**src/rtl/ctrl_pkg.sv**
```systemverilog
// Shared encodings for the MiniRiscV multi-cycle controller: opcodes, FSM
// states, instruction classes and the ALU / write-back / PC-select codes.
package ctrl_pkg;

  localparam logic [6:0] OP_R      = 7'b0110011;
  localparam logic [6:0] OP_I      = 7'b0010011;
  localparam logic [6:0] OP_LOAD   = 7'b0000011;
  localparam logic [6:0] OP_STORE  = 7'b0100011;
  localparam logic [6:0] OP_BRANCH = 7'b1100011;
  localparam logic [6:0] OP_JAL    = 7'b1101111;

  typedef enum logic [2:0] {
    S_FETCH,
    S_DECODE,
    S_EXEC,
    S_MEM,
    S_WB,
    S_TRAP
  } state_e;

  typedef enum logic [2:0] {
    C_R,
    C_I,
    C_LOAD,
    C_STORE,
    C_BRANCH,
    C_JAL,
    C_ILLEGAL
  } iclass_e;

  localparam logic [1:0] ALU_OP_LDST   = 2'b00;
  localparam logic [1:0] ALU_OP_BRANCH = 2'b01;
  localparam logic [1:0] ALU_OP_ARITH  = 2'b10;

  localparam logic [1:0] WB_ALU = 2'b00;
  localparam logic [1:0] WB_MEM = 2'b01;
  localparam logic [1:0] WB_PC4 = 2'b10;

  localparam logic PC_SRC_PLUS4 = 1'b0;
  localparam logic PC_SRC_IMM   = 1'b1;

  // Returns {alu_op, alu_src} for a latched instruction class.
  function automatic logic [2:0] alu_ctrl(iclass_e c);
    logic [2:0] r;
    case (c)
      C_R:      r = {ALU_OP_ARITH, 1'b0};
      C_I:      r = {ALU_OP_ARITH, 1'b1};
      C_LOAD,
      C_STORE:  r = {ALU_OP_LDST, 1'b1};
      C_BRANCH: r = {ALU_OP_BRANCH, 1'b0};
      default:  r = {ALU_OP_LDST, 1'b0};
    endcase
    return r;
  endfunction

endpackage

```
**src/rtl/ctrl_decode.sv**
```systemverilog
// Combinational opcode -> instruction-class mapping; unknown opcodes map to
// C_ILLEGAL.
module ctrl_decode
  import ctrl_pkg::*;
(
  input  logic [6:0] opcode,
  output logic [2:0] cls
);

  iclass_e cls_e;

  always_comb begin
    cls_e = C_ILLEGAL;
    case (opcode)
      OP_R:      cls_e = C_R;
      OP_I:      cls_e = C_I;
      OP_LOAD:   cls_e = C_LOAD;
      OP_STORE:  cls_e = C_STORE;
      OP_BRANCH: cls_e = C_BRANCH;
      OP_JAL:    cls_e = C_JAL;
      default:   cls_e = C_ILLEGAL;
    endcase
  end

  assign cls = cls_e;

endmodule

```
**src/rtl/multicycle_ctrl.sv**
```systemverilog
// Multi-cycle control FSM: fetch/decode/exec/mem/wb sequencing, ALU control,
// branch resolution, memory handshakes and retired-instruction counting.
module multicycle_ctrl
  import ctrl_pkg::*;
#(
  parameter int INSTRET_W = 32
) (
  input  logic                 clk,
  input  logic                 rst,
  input  logic                 halt,
  input  logic [6:0]           opcode,
  input  logic                 do_branch,
  input  logic                 imem_ready,
  input  logic                 dmem_ready,
  output logic                 imem_req,
  output logic                 ir_write,
  output logic [1:0]           alu_op,
  output logic                 alu_src,
  output logic                 dmem_req,
  output logic                 dmem_we,
  output logic                 reg_write,
  output logic [1:0]           wb_sel,
  output logic                 pc_write,
  output logic                 pc_src,
  output logic                 retire,
  output logic                 trap,
  output logic [INSTRET_W-1:0] instret
);

  state_e                 state_q, state_d;
  iclass_e                cls_q, cls_d;
  logic [INSTRET_W-1:0]   instret_q, instret_d;
  logic                   quiet_q, quiet_d;
  logic                   fetch_busy_q, fetch_busy_d;
  logic [2:0]             dec_cls_raw;
  iclass_e                dec_cls;
  logic                   active;

  ctrl_decode u_decode (
    .opcode (opcode),
    .cls    (dec_cls_raw)
  );

  assign dec_cls = iclass_e'(dec_cls_raw);

  // quiet_q keeps every output low for the first cycle after reset.
  assign active = rst && !quiet_q;

  always_ff @(posedge clk) begin
    if (!rst) begin
      state_q      <= S_FETCH;
      cls_q        <= C_ILLEGAL;
      instret_q    <= '0;
      quiet_q      <= 1'b1;
      fetch_busy_q <= 1'b0;
    end else begin
      state_q      <= state_d;
      cls_q        <= cls_d;
      instret_q    <= instret_d;
      quiet_q      <= quiet_d;
      fetch_busy_q <= fetch_busy_d;
    end
  end

  always_comb begin
    state_d      = state_q;
    cls_d        = cls_q;
    quiet_d      = 1'b0;
    fetch_busy_d = 1'b0;
    imem_req     = 1'b0;
    ir_write     = 1'b0;
    alu_op       = ALU_OP_LDST;
    alu_src      = 1'b0;
    dmem_req     = 1'b0;
    dmem_we      = 1'b0;
    reg_write    = 1'b0;
    wb_sel       = WB_ALU;
    pc_write     = 1'b0;
    pc_src       = PC_SRC_PLUS4;
    retire       = 1'b0;
    trap         = 1'b0;

    if (active) begin
      case (state_q)
        S_FETCH: begin
          // halt only blocks a new request; an outstanding one runs to ready.
          if (!halt || fetch_busy_q) begin
            imem_req = 1'b1;
            if (imem_ready) begin
              ir_write = 1'b1;
              state_d  = S_DECODE;
            end else begin
              fetch_busy_d = 1'b1;
            end
          end
        end
        S_DECODE: begin
          cls_d   = dec_cls;
          state_d = (dec_cls == C_ILLEGAL) ? S_TRAP : S_EXEC;
        end
        S_EXEC: begin
          {alu_op, alu_src} = alu_ctrl(cls_q);
          case (cls_q)
            C_BRANCH: begin
              pc_write = 1'b1;
              pc_src   = do_branch;
              retire   = 1'b1;
              state_d  = S_FETCH;
            end
            C_JAL: begin
              reg_write = 1'b1;
              wb_sel    = WB_PC4;
              pc_write  = 1'b1;
              pc_src    = PC_SRC_IMM;
              retire    = 1'b1;
              state_d   = S_FETCH;
            end
            C_LOAD, C_STORE: state_d = S_MEM;
            default:         state_d = S_WB;
          endcase
        end
        S_MEM: begin
          {alu_op, alu_src} = alu_ctrl(cls_q);
          dmem_req = 1'b1;
          dmem_we  = (cls_q == C_STORE);
          if (dmem_ready) begin
            if (cls_q == C_STORE) begin
              pc_write = 1'b1;
              retire   = 1'b1;
              state_d  = S_FETCH;
            end else begin
              state_d  = S_WB;
            end
          end
        end
        S_WB: begin
          {alu_op, alu_src} = alu_ctrl(cls_q);
          reg_write = 1'b1;
          wb_sel    = (cls_q == C_LOAD) ? WB_MEM : WB_ALU;
          pc_write  = 1'b1;
          retire    = 1'b1;
          state_d   = S_FETCH;
        end
        S_TRAP: begin
          trap = 1'b1;
        end
        default: state_d = S_FETCH;
      endcase
    end

    instret_d = instret_q + {{(INSTRET_W-1){1'b0}}, retire};
  end

  assign instret = rst ? instret_q : '0;

endmodule

```
**config.mk**
```make
export PLATFORM = sky130hd
export DESIGN_NAME = multicycle_ctrl
export DESIGN_NICKNAME = d
export VERILOG_FILES = /design/src/rtl/ctrl_pkg.sv /design/src/rtl/ctrl_decode.sv /design/src/rtl/multicycle_ctrl.sv
export SDC_FILE = /design/constraint.sdc
export NUM_CORES = 1
export LEC_CHECK = 0
export ABC_AREA = 1
export CORE_UTILIZATION = 54
export DETAILED_ROUTE_END_ITERATION = 10
export PLACE_DENSITY = 0.85
export SYNTH_ARGS = -nofsm -noshare
export SYNTH_HDL_FRONTEND = slang
export SYNTH_SLANG_ARGS = --single-unit
```
**constraint.sdc**
```tcl
create_clock -name clk -period 4.2 [get_ports clk]
set_clock_uncertainty 0.15 [all_clocks]
set_input_delay 1.26 -clock clk [delete_from_list [all_inputs] [get_ports clk]]
set_output_delay 1.26 -clock clk [all_outputs]
set_load 0.02 [all_outputs]
```
==> out/qor.yml, run 1 <==
ys_ff_latch: 40
place_ws_ns: -0.259
ant_nets: 0
total_power_mw: 0.803
setup_slack_ns: 0.0557
postLayoutCellArea_sq_um: 3410
drt_iter0_markers: 219
grt_usage_pct: 27.9
pin_count: 59
violations: "DRC"
min-delay-start: "instret_q[31]"
hold_path.class: "flop to flop"
first_pass_iters: 10
drc: 2
netlist_instances: 435
htree_levels: 2
vias_per_cell: 5.19
core_area_sq_um: 4470
io_buffers: 58
syn2layout_area_growth_pct: 32.2
synth-simple-area-share_pct: 47.5
wl_microns: 6750
period_minus_slack_ns: 4.14
crit_type: "input pin to output port"
dpl-instance-area_sq_um: 3270
cts.sinks: 40
crit_arrival_ns: 2.73
fp.dieW_microns: 71.2
synthAdderAreaFrac_pct: 0.969
synthMuxAreaShare_pct: 0
nets: 516
synth_fp_nets: 450
die_y_microns: 71.2
setup_violations: 0
placementRows: 24
synth_area_leaders: "dfxtp_1 (31%), nand2_1 (22%), nor2_1 (11%)"
grt_max_degree: 38
cts_root_buf: "clkbuf_8"
dp_hpwl_microns: 5020
synth_top_family_by_area: "simple AND/OR/NAND/NOR gates"
critPathMaxFanout: 37
clkTransAtPathRegs_ns: 0.08
ys_types: 31
cts-buffers-inserted: 5
cp-start-kind: "input pin"
final.hold.worst_slack_ns: 0.338
synthXorXnorAreaFrac_pct: 2.71
power.density_nw_per_um2: 235
setup.worst_path.end_class: "output port"
post-cts-setup-buffers: 0
clock_path_buffers: 2
synth_top_area_share_pct: 31.0
hold_viol: 0
die-area_sq_um: 5060
yosys.area.top_type: "dfxtp_1"
postSynthAreaPerCell_sq_um: 5.94
num_vias: 2870
initial_core_util_pct: 57.7
fmax_mhz: 241
wl_per_cell_microns: 12.2
status: "complete, but fails checks"
finalCritPeriodShare_pct: 98.7
synth_area_sq_um: 2580
synth_edf_count: 0
drive_gt1_share_pct: 9.18
r2r-start: "state_q[2]"
yosysWarnings: 0
synthArstFlopShare_pct: 0
max_slew.worst_pin.slew_ns: 0.380
power.leakage_nw: 1.77
r2r_slack_ns: 1.44
regToRegEndpoint: "instret_q[16]"
grt_overflow: 0
cts_tree: "done"
drv_cap: 0
antenna_found_initial: 0
synthFlopType: "dfxtp_1"
drv_slew: 0
ir_worst_vdd_v: 0.000175
synth_seq_area_share_pct: 31.0
synth_compound_area_share_pct: 7.32
gp_congestion: 0.879
slew_headroom_pct: 74.7
grt_pass1_vias: 2571
diodes: 0
holdPathEnd: "instret_q[31]"
cp_data_required_time_ns: 2.79
grt_first_pass_wirelength_microns: 11400
worstHoldPathCells: 2
clk_latency_ns: 0.29
post-route-util_pct: 76.3
worst-r2r-cell-count: 15
-- placed cells by master, fill, tap and decap left out, types with 3 or more instances in the layout --
master           instances
dlygate4sd2_1            7
clkbuf_8                 5
buf_4                    9
a31oi_1                  3
clkdlybuf4s50_1         27
xnor2_1                  6
inv_1                   56
nand2_1                148
nand3b_1                15
nor2_2                   5
dlymetal6s2s_1          17
nor3_1                   5
nor2_1                  73
o21ai_0                  4
dfxtp_1                 40
a21oi_1                 27
inv_2                    5
nand2_2                  4
nand3_1                 10
clkbuf_2                 6
nor2_4                   4
or2_0                    4
nor4_1                   3
-- metal layers --
metal	vias to the layer above	routed length, microns	track usage [%]
met5	-	0	0
met4	0	55	7.11
met3	7	391	4.56
met2	100	3400	49.5
met1	1304	2900	35.1
li1	1459	-	-
-- where the power goes --
group	total, mW	leakage (nW)	switching, mW	internal [mW]
logic	0.0469	1.38	0.0265	0.0204
registers	0.382	0.323	0.00131	0.380
clock network	0.374	0.0642	0.140	0.234
total	0.803	1.77	0.168	0.635
-- worst max-delay path by stage --
stage               depth (start not counted)  slack (ns)           to  from
floorplan                                   6        0.32       retire   rst
global placement                            7       -0.20      dmem_we   rst
detailed placement                          7       -0.26      dmem_we   rst
CTS                                         5      -0.007   instret[3]   rst
global route                                5      -0.005  instret[30]   rst
finish                                      5        0.06  instret[10]   rst
-- repair_timing --
item	in CTS	in global routing
endpoints found under the hold margin	0	0
resized for setup	16	36
pin swaps	0	0
hold buffers	0	0
setup endpoints to repair	46	42
-- kinds of logic (layout without fill, tap and decap cells) --
family | count (synthesis) | count (layout)
simple gates | 278 | 278
buf+inv | 71 | 137
flops | 40 | 40
compound gates | 36 | 36
xor+xnor | 8 | 8
fa+ha+maj | 2 | 2
-- layout make-up --
type / count / area (sq um)
clock inverters: 2 / 60.1
inverters: 62 / 233
well taps: 52 / 65.1
clock buffers: 5 / 68.8
fillers: 374 / 1060
repair buffers: 68 / 672
flip-flops and latches: 40 / 801
multi-input cells: 324 / 1510
-- worst max-delay path, stage by stage --
cell and delay, ns:
clkdlybuf4s50_1 0.54, buf_12 0.21, nand2_1 0.07, inv_1 0.05, clkdlybuf4s50_1 0.59
-- flip-flops by register name, summed over array words and instances (netlist names) --
name,count
instret_q,32
cls_q,3
state_q,3
fetch_busy_q,1
quiet_q,1
-- synth_stat cells, types with 2 or more instances --
| cell | number |
|---|---|
| nand3b_1 | 15 |
| inv_2 | 5 |
| a21oi_1 | 27 |
| nand3_2 | 2 |
| nand2_1 | 148 |
| a31oi_1 | 3 |
| nand3_1 | 10 |
| xnor2_1 | 6 |
| xor2_1 | 2 |
| o21ai_0 | 4 |
| nand2_2 | 4 |
| nor2_1 | 74 |
| or2_0 | 4 |
| nor4_1 | 3 |
| dfxtp_1 | 40 |
| buf_1 | 3 |
| clkbuf_1 | 5 |
| nor3_1 | 5 |
| nor2_4 | 4 |
| inv_1 | 56 |
| ha_1 | 2 |
| nor2_2 | 4 |
-- through the flow --
step | cells | TNS (ns)
3_5_place_dp | 546 | -4.50
5_1_grt | 553 | -0.00501
6_report | 553 | 0
4_1_cts | 553 | -0.0206
3_3_place_gp | 546 | -3.73
2_1_floorplan | 435 | 0
(Power assumes the default switching activity.)
==> run 2: changes to the inputs <==
TNS_END_PERCENT = 50   (was unset)
==> results of run 2 <==
No change in the layout: final DEF, timing and power equal those of run 1.
